--- src/rtl/i2c_read_word16.sv ---
// I2C master that reads one 16-bit register: START, addr+W, pointer, repeated START,
// addr+R, two data bytes (ACK then NACK), STOP. Every bus phase advances one PT_CK.
module i2c_read_word16 (
    input  logic        RESET_N,
    input  logic        PT_CK,
    input  logic        GO,
    input  logic [7:0]  SLAVE_ADDRESS,
    input  logic [7:0]  POINTER,
    input  logic        SDAI,
    output logic        SDAO,
    output logic        SCLO,
    output logic [15:0] RDATA16,
    output logic        END_OK,
    output logic        ACK_OK
);
    typedef enum logic [2:0] {
        S_IDLE, S_ARM, S_LAUNCH, S_START, S_BIT, S_RSTART, S_STOP, S_DONE
    } state_t;

    state_t      state;
    logic [1:0]  phase;
    logic [1:0]  seq_cnt;
    logic [3:0]  bit_cnt;
    logic [2:0]  byte_idx;
    logic        nack;
    logic [15:0] shadow;

    logic [7:0]  tx_byte;
    logic        tx_bit;
    logic        is_rx;
    logic        nack_now;

    always_comb begin
        case (byte_idx)
            3'd0:    tx_byte = {SLAVE_ADDRESS[7:1], 1'b0};
            3'd1:    tx_byte = POINTER;
            3'd2:    tx_byte = {SLAVE_ADDRESS[7:1], 1'b1};
            default: tx_byte = 8'hFF;  // receive bytes: data bits released
        endcase
    end

    assign is_rx    = (byte_idx >= 3'd3);
    // 9th bit: released for slave ACK, driven low only as the master ACK of byte 3
    assign tx_bit   = bit_cnt[3] ? (byte_idx != 3'd3) : tx_byte[3'd7 - bit_cnt[2:0]];
    assign nack_now = nack | (!is_rx & SDAI);

    always_ff @(posedge PT_CK or negedge RESET_N) begin
        if (!RESET_N) begin
            state    <= S_IDLE;
            SDAO     <= 1'b1;
            SCLO     <= 1'b1;
            END_OK   <= 1'b1;
            ACK_OK   <= 1'b0;
            RDATA16  <= 16'h0000;
            phase    <= 2'd0;
            seq_cnt  <= 2'd0;
            bit_cnt  <= 4'd0;
            byte_idx <= 3'd0;
            nack     <= 1'b0;
            shadow   <= 16'h0000;
        end else begin
            case (state)
                S_IDLE: begin
                    SDAO   <= 1'b1;
                    SCLO   <= 1'b1;
                    END_OK <= 1'b1;
                    if (GO) state <= S_ARM;
                end
                S_ARM: begin
                    if (!GO) state <= S_LAUNCH;
                end
                S_LAUNCH: begin
                    END_OK   <= 1'b0;
                    ACK_OK   <= 1'b0;
                    nack     <= 1'b0;
                    byte_idx <= 3'd0;
                    bit_cnt  <= 4'd0;
                    phase    <= 2'd0;
                    state    <= S_START;
                end
                S_START: begin
                    SDAO  <= 1'b0;
                    SCLO  <= 1'b1;
                    state <= S_BIT;
                end
                S_BIT: begin
                    phase <= phase + 2'd1;
                    case (phase)
                        2'd0: SCLO <= 1'b0;
                        2'd1: SDAO <= tx_bit;
                        2'd2: SCLO <= 1'b1;
                        default: begin
                            // SCL is still high going into this edge, so SDAI is the settled bit
                            SCLO <= 1'b0;
                            if (bit_cnt[3]) begin
                                nack    <= nack_now;
                                bit_cnt <= 4'd0;
                                seq_cnt <= 2'd0;
                                if (!is_rx && nack_now)
                                    state <= S_STOP;
                                else if (byte_idx == 3'd1) begin
                                    state    <= S_RSTART;
                                    byte_idx <= 3'd2;
                                end else if (byte_idx == 3'd4)
                                    state <= S_STOP;
                                else
                                    byte_idx <= byte_idx + 3'd1;
                            end else begin
                                bit_cnt <= bit_cnt + 4'd1;
                                if (is_rx) shadow <= {shadow[14:0], SDAI};
                            end
                        end
                    endcase
                end
                S_RSTART: begin
                    seq_cnt <= seq_cnt + 2'd1;
                    case (seq_cnt)
                        2'd0: begin SDAO <= 1'b1; SCLO <= 1'b0; end
                        2'd1: begin SDAO <= 1'b1; SCLO <= 1'b1; end
                        default: begin
                            SDAO  <= 1'b0;
                            SCLO  <= 1'b1;
                            phase <= 2'd0;
                            state <= S_BIT;
                        end
                    endcase
                end
                S_STOP: begin
                    seq_cnt <= seq_cnt + 2'd1;
                    case (seq_cnt)
                        2'd0: begin SDAO <= 1'b0; SCLO <= 1'b0; end
                        2'd1: begin SDAO <= 1'b0; SCLO <= 1'b1; end
                        default: begin
                            SDAO  <= 1'b1;
                            SCLO  <= 1'b1;
                            state <= S_DONE;
                        end
                    endcase
                end
                S_DONE: begin
                    END_OK <= 1'b1;
                    if (!nack) begin
                        ACK_OK  <= 1'b1;
                        RDATA16 <= shadow;
                    end
                    state <= GO ? S_ARM : S_IDLE;
                end
                default: state <= S_IDLE;
            endcase
        end
    end
endmodule

--- config.mk ---
export PLATFORM = sky130hd
export DESIGN_NAME = i2c_read_word16
export DESIGN_NICKNAME = d
export VERILOG_FILES = /design/src/rtl/i2c_read_word16.sv
export SDC_FILE = /design/constraint.sdc
export NUM_CORES = 1
export LEC_CHECK = 0
export BUFFER_PORTS_ARGS = -buffer_cell sky130_fd_sc_hd__buf_2
export CELL_PAD_IN_SITES_DETAIL_PLACEMENT = 1
export CELL_PAD_IN_SITES_GLOBAL_PLACEMENT = 1
export CORE_MARGIN = 1.5
export CORE_UTILIZATION = 45
export CTS_CLUSTER_DIAMETER = 40
export DETAILED_ROUTE_END_ITERATION = 8
export PLACE_DENSITY = 0.86
export SYNTH_ARGS = -nofsm -noshare
export SYNTH_HDL_FRONTEND = slang
export SYNTH_SLANG_ARGS = --single-unit
export TNS_END_PERCENT = 50
--- constraint.sdc ---
create_clock -name PT_CK -period 2.5 [get_ports PT_CK]
set_input_delay 0.375 -clock PT_CK [delete_from_list [all_inputs] [get_ports PT_CK]]
set_output_delay 0.375 -clock PT_CK [all_outputs]
set_load 0.01 [all_outputs]
==> out/qor.yml, run 1 <==
root_buffer: "clkbuf_8"
register_area_um2: 1280
clock-sinks: 51
synth_area_per_cell_um2: 11.0
setup_viol: 0
insertedDiodeCount: 0
syn_inst: 252
n_fill_cell: 683
slew_viol_final: 0
synth_most_common_cell: "dfrtp_1"
grt_pass1_wl_mm: 10.7
relSlewSlack: 0.580
dp.cells: 360
synthTopCellsByCount: "dfrtp_1, nand2_1, o21ai_0, mux2_2, nor2_1"
cp_slowest_cell: "dfrtp_1"
die_w_um: 81.7
grt_max_degree: 52
grt.total_usage: 0.212
ys_seq_area_frac: 0.460
first_pass_iters: 4
synthArstFlopShare: 1.00
portBuffers: 38
drv_cap: 0
post-route-period-util: 0.895
hold_viol: 0
wl_per_cell_um: 16.9
yosysUniqueCellTypes: 54
cts_resized: 0
hpwl_mm: 4.61
core_area_um2: 5960
timing.final.ws_setup_ns: 0.262
path_class: "flop to flop"
syn_area_um2: 2780
gp_congestion: 0.770
tightest_slew_ns: 0.629
synth_ff_type: "dfrtp_1"
design.die.area_um2: 6670
grt_antenna_before_repair: 0
cts_buffer_depth: 2
dpl_worst_slack_ns: 0.293
status: "finished, final reports clean"
syn-num-nets: 284
tns_ns: 0
cp_slowest_stage_delay_ns: 0.48
cts_buffers: 5
synth.top_cell.area_share: 0.431
grt.overflow.total: 0
power_mw: 3.26
cp_data_required_time_ns: 2.68
worst_skew_pair.late_latency_ns: 0.31
antenna_left: 0
synthSimpleGateAreaFrac: 0.138
synthXorXnorAreaFrac: 0.00315
cts_tree: "done"
worstPathArrival_ns: 2.42
viasPerCell: 5.64
multi_input_area_um2: 1390
die_h_um: 81.7
rows: 28
drt_iter0_drc: 60
post_cts_buffers: 0
p_leak_nw: 1.60
rsz0062_at_grt: "no"
peakVddDrop_uv: 429
clock_skew_ns: 0.0100
cp.buffers_inverters: 0
synth_warnings: 0
area_growth_pct: 13.6
synth_top_cell_by_area: "dfrtp_1"
synth_fa_ha_area_frac: 0.0566
synthMuxAreaShare: 0.169
cp-start-kind: "flop"
clk_pin_slew_ns: 0.10
synth-seq-cells: 51
htreeDepth: 2
synth.top_cells.by_area: "dfrtp_1, mux2_2, mux2_4"
crit_family: "compound AO/OA/AOI/OAI gates"
cts_hold_buf: 0
worstPathCellList: "ha_1 > ha_1 > a211oi_4 > a22oi_1 > a221o_1 > o32ai_1"
synth_edf_count: 0
cp-end-kind: "flop"
drive_above_1_share: 0.311
drc: 0
fin_nets: 324
grt_pass1_vias: 2159
synth_compound_area_frac: 0.133
clock.fmax_mhz: 447
p_per_area_nw_per_um2: 1030
crit_top_cell: "ha_1"
synth_top_family_by_area: "multiplexers"
ios: 40
cp_max_fo: 6
fin_cells: 368
min_path_type: "input port to async pin"
totalWireLength_mm: 6.24
vias: 2077
start_util: 0.467
period_minus_slack_ns: 2.24
## worst register-to-register path, cell delays in order, from the launching register on
cell,delay [ns]
dfrtp_1,0.48
ha_1,0.24
ha_1,0.23
a211oi_4,0.28
a22oi_1,0.17
a221o_1,0.40
o32ai_1,0.33
## through the flow
step	utilization	hold WS (ns)	cell area, um^2
after floorplan	-	0.0794	2780
after global placement	0.513	0.482	3050
after detailed placement	0.513	0.491	3050
after CTS	0.531	0.186	3160
after global routing	0.531	0.217	3160
final	0.531	0.163	3160
## final cells by class
cell class,instances,area share
timing repair buffer,44,0.0744
inverter,13,0.0162
tap,75,0.0297
sequential,51,0.405
clock inverter,2,0.0119
multi-input combinational,177,0.440
clock buffer,6,0.0229
## path summary, 6_finish.rpt
kind	from	to	slack, ns	cells past startpoint
max in group asynchronous	RESET_N	bit_cnt[2]$_DFFE_PN0P_	1.91	2
worst min-delay path	RESET_N	RDATA16[10]$_DFFE_PN0P_	0.16	2
worst max register to register	byte_idx[0]$_DFFE_PN0P_	state[1]$_DFFE_PN0P_	0.26	6
worst min register to register	RDATA16[14]$_DFFE_PN0P_	RDATA16[14]$_DFFE_PN0P_	0.51	1
worst max-delay path	byte_idx[0]$_DFFE_PN0P_	state[1]$_DFFE_PN0P_	0.26	6
min in group PT_CK	SDAI	shadow[0]$_DFFE_PN0P_	0.36	2
## routing by layer
layer / share of wire / GRT usage / routed length [um]
met1: 0.43 / 0.264 / 2690
met2: 0.51 / 0.369 / 3160
met3: 0.043 / 0.0378 / 271
met4: 0.018 / 0.0712 / 112
met5: 0 / 0 / 0
## sequential cells by signal, indices dropped and copies added, names as in the netlist
register / count
seq_cnt: 2
byte_idx: 3
shadow: 16
state: 3
SCLO: 1
bit_cnt: 4
SDAO: 1
END_OK: 1
phase: 2
ACK_OK: 1
nack: 1
RDATA16: 16
## cell usage in the layout (no fill, tap or decap), types with 2 or more instances in the layout
cell type and n:
nor2b_1 3, mux2i_1 5, dfstp_2 3, nand3_1 5, dfrtp_1 48, a21oi_1 10, buf_4 6, nand2b_1 7
o21ai_1 2, o32ai_1 2, mux2_2 16, nor3_1 3, a211o_1 3, inv_1 11, clkbuf_8 5, nand4_1 2
o221ai_1 2, o21ai_0 18, a31oi_1 5, mux2_4 10, nor2_1 14, a311oi_1 2, buf_2 38, ha_1 11
or2_1 2, nand2_1 24, mux2_1 8
## report_power, final
part           leakage, nW  total, mW  internal (mW)  switching [mW]
Sequential           0.681       1.17          0.977           0.198
Combinational        0.867       1.51          0.621           0.891
Clock               0.0514      0.575          0.299           0.276
Total                 1.60       3.26           1.90            1.37
## kinds of logic after synthesis
logic type / after synthesis
flops: 51
buf+inv: 24
fa+ha+maj: 12
simple gates: 69
xor+xnor: 1
compound gates: 56
mux: 39
Note: power is estimated with default switching activity, not from simulation.
==> inputs of run 2 (changes only) <==
--- a/config.mk
+++ b/config.mk
@@ -9,10 +9,11 @@
 export CELL_PAD_IN_SITES_DETAIL_PLACEMENT = 1
 export CELL_PAD_IN_SITES_GLOBAL_PLACEMENT = 1
 export CORE_MARGIN = 1.5
-export CORE_UTILIZATION = 45
+export CORE_UTILIZATION = 47
+export CTS_BUF_LIST = sky130_fd_sc_hd__clkbuf_8
 export CTS_CLUSTER_DIAMETER = 40
 export DETAILED_ROUTE_END_ITERATION = 8
-export PLACE_DENSITY = 0.86
+export PLACE_DENSITY = 0.89
 export SYNTH_ARGS = -nofsm -noshare
 export SYNTH_HDL_FRONTEND = slang
 export SYNTH_SLANG_ARGS = --single-unit
==> run 2 against run 1 <==
Compared with the run above: non-clock buffer count shrank 2; clock power is 3% higher; sequential power barely moved; clock-buffer cell count is 1 lower; via count is 0.77% lower; sequential share of layout area increased by 0.21 points; final cell count shrank 1.4%; highest routed layer unchanged.
==> out/qor.yml, run 2 (synthesis gave the netlist of run 1 again) <==
p_sw_frac: 0.423  # was 0.419
area_growth_pct: 13.0  # was 13.6%
drive_above_1_share: 0.309  # was 0.311
gp_congestion: 0.827  # was 0.770
clock_skew_ns: 0.0120  # was 0.0100 ns
path_class: "flop to flop"  # unchanged
first_pass_iters: 4  # unchanged
worst_skew_pair.late_latency_ns: 0.31  # about the same
largestRegisters: "RDATA16 x16, shadow x16, bit_cnt x4"  # unchanged
cp-end-kind: "flop"  # unchanged
cts_resized: 0  # unchanged
setup_viol: 0  # unchanged
peakVddDrop_uv: 628  # was 429 uV
grt.overflow.total: 0  # unchanged
min_path_type: "input port to async pin"  # unchanged
grt.total_usage: 0.214  # was 0.212
cp_data_required_time_ns: 2.69  # was 2.68 ns
core_area_um2: 5610  # was 5960 um^2
internal_power_mw: 1.88  # was 1.90 mW
clock-sinks: 51  # unchanged
grt_pass1_vias: 2164  # was 2159
post-route-period-util: 0.854  # was 0.895
insertedDiodeCount: 0  # unchanged
die_w_um: 80.0  # was 81.7 um
pwr-share-comb: 0.448  # was 0.464
clock.fmax_mhz: 469  # was 447 MHz
totalWireLength_mm: 6.33  # was 6.24 mm
p_clk_frac: 0.182  # was 0.176
dp.cells: 355  # was 360
period_minus_slack_ns: 2.13  # was 2.24 ns
seqPwrFrac: 0.370  # was 0.360
grt_max_degree: 29  # was 52
design.die.area_um2: 6390  # was 6670 um^2
start_util: 0.496  # was 0.467
slew_viol_final: 0  # unchanged
reg2reg_depth: 6  # unchanged
p_per_area_nw_per_um2: 1030  # about the same
die_h_um: 80.0  # was 81.7 um
fin_nets: 322  # was 324
wl_per_cell_um: 17.4  # was 16.9 um
vias: 2061  # was 2077
cts_hold_buf: 0  # unchanged
tightest_slew_ns: 0.552  # was 0.629 ns
cp_slowest_cell: "dfrtp_1"  # unchanged
cp_slowest_stage_delay_ns: 0.47  # was 0.48 ns
drt_iter0_drc: 68  # was 60
post_cts_buffers: 0  # unchanged
clk_pin_slew_ns: 0.10  # about the same
fin_cells: 363  # was 368
p_leak_nw: 1.60  # about the same
cts_buffers: 5  # unchanged
portBuffers: 38  # unchanged
drv_cap: 0  # unchanged
ios: 40  # unchanged
rows: 27  # was 28
rsz0062_at_grt: "no"  # unchanged
drc: 0  # unchanged
tns_ns: 0  # unchanged
relSlewSlack: 0.632  # was 0.580
hpwl_mm: 4.60  # was 4.61 mm
fin_util: 0.561  # was 0.531
grt_pass1_wl_mm: 10.5  # was 10.7 mm
viasPerCell: 5.68  # was 5.64
antenna_left: 0  # unchanged
cp-start-kind: "flop"  # unchanged
layout_commonest_cell: "dfrtp_1"  # unchanged
cp_max_fo: 6  # unchanged
cts_buffer_depth: 2  # unchanged
hold_viol: 0  # unchanged
root_buffer: "clkbuf_8"  # unchanged
p_switching_mw: 1.37  # about the same
final_cell_mix: "dfrtp_1, buf_2, nand2_1, o21ai_0, mux2_2"  # unchanged
cts_tree: "done"  # unchanged
htreeDepth: 2  # unchanged
status: "finished, final reports clean"  # unchanged
worstPathCellList: "ha_1 > ha_1 > a211oi_4 > a22oi_1 > a21oi_2 > mux2_1"  # was ha_1 > ha_1 > a211oi_4 > a22oi_1 > a221o_1 > o32ai_1
worstPathArrival_ns: 2.33  # was 2.42 ns
crit_top_cell: "ha_1"  # unchanged
grt_antenna_before_repair: 0  # unchanged
-- run 2: changes by cell type in the layout (fill, tap and decap cells not counted), sizes merged --
cell and change:
clkinvlp -1, buf -2, clkinv +2, clkbuf -1
-- run 2: routing by layer --
layer / wire (um) / vias up / global-route usage
met5: 0 / - / 0
met4: 42 / 0 / 0.0466
li1: - / 975 / -
met2: 3370 / 36 / 0.392
met3: 206 / 4 / 0.0286
met1: 2700 / 1046 / 0.266
-- run 2: cell type report --
cell class              instances  area [um^2]
clock inverters                 3         43.8
inverters                      13         51.3
flip-flops and latches         51         1280
fillers                       636         2460
well taps                      72         90.1
clock buffers                   5         68.8
multi-input cells             177         1390
repair buffers                 42          220
-- run 2: final timing paths --
path,from,to,slack (ns)
worst min-delay path,RESET_N,RDATA16[11]$_DFFE_PN0P_,0.05
max in group asynchronous,RESET_N,SDAO$_DFFE_PN1P_,1.64
min in group PT_CK,SDAI,shadow[0]$_DFFE_PN0P_,0.40
worst min register to register,RDATA16[1]$_DFFE_PN0P_,RDATA16[1]$_DFFE_PN0P_,0.51
worst max-delay path,byte_idx[0]$_DFFE_PN0P_,byte_idx[2]$_DFFE_PN0P_,0.37
worst max register to register,byte_idx[0]$_DFFE_PN0P_,byte_idx[2]$_DFFE_PN0P_,0.37
-- run 2: power by group through the flow --
stage,logic [mW],registers (mW),clock network (mW)
floorplan,1.17,1.10,0
global placement,1.36,1.20,0
detailed placement,1.45,1.21,0
CTS,1.47,1.20,0.597
global route,1.65,1.23,0.630
finish,1.46,1.20,0.593
-- run 2: critical path: cells and delay by family, from the launching register on --
family | cells | cell delay [ns]
DFF | 1 | 0.47
AOI/OAI and AO/OA | 3 | 0.74
muxes | 1 | 0.35
adders and majority gates | 2 | 0.46
-- run 2: through the flow --
step	power [mW]	cell area [um^2]	setup slack, ns	hold slack, ns
2_1_floorplan	2.27	2780	0.582	0.0794
3_3_place_gp	2.56	3030	0.465	0.392
3_5_place_dp	2.66	3030	0.374	0.397
4_1_cts	3.27	3150	0.346	0.0599
5_1_grt	3.51	3150	0.272	0.0734
6_report	3.25	3150	0.366	0.0454
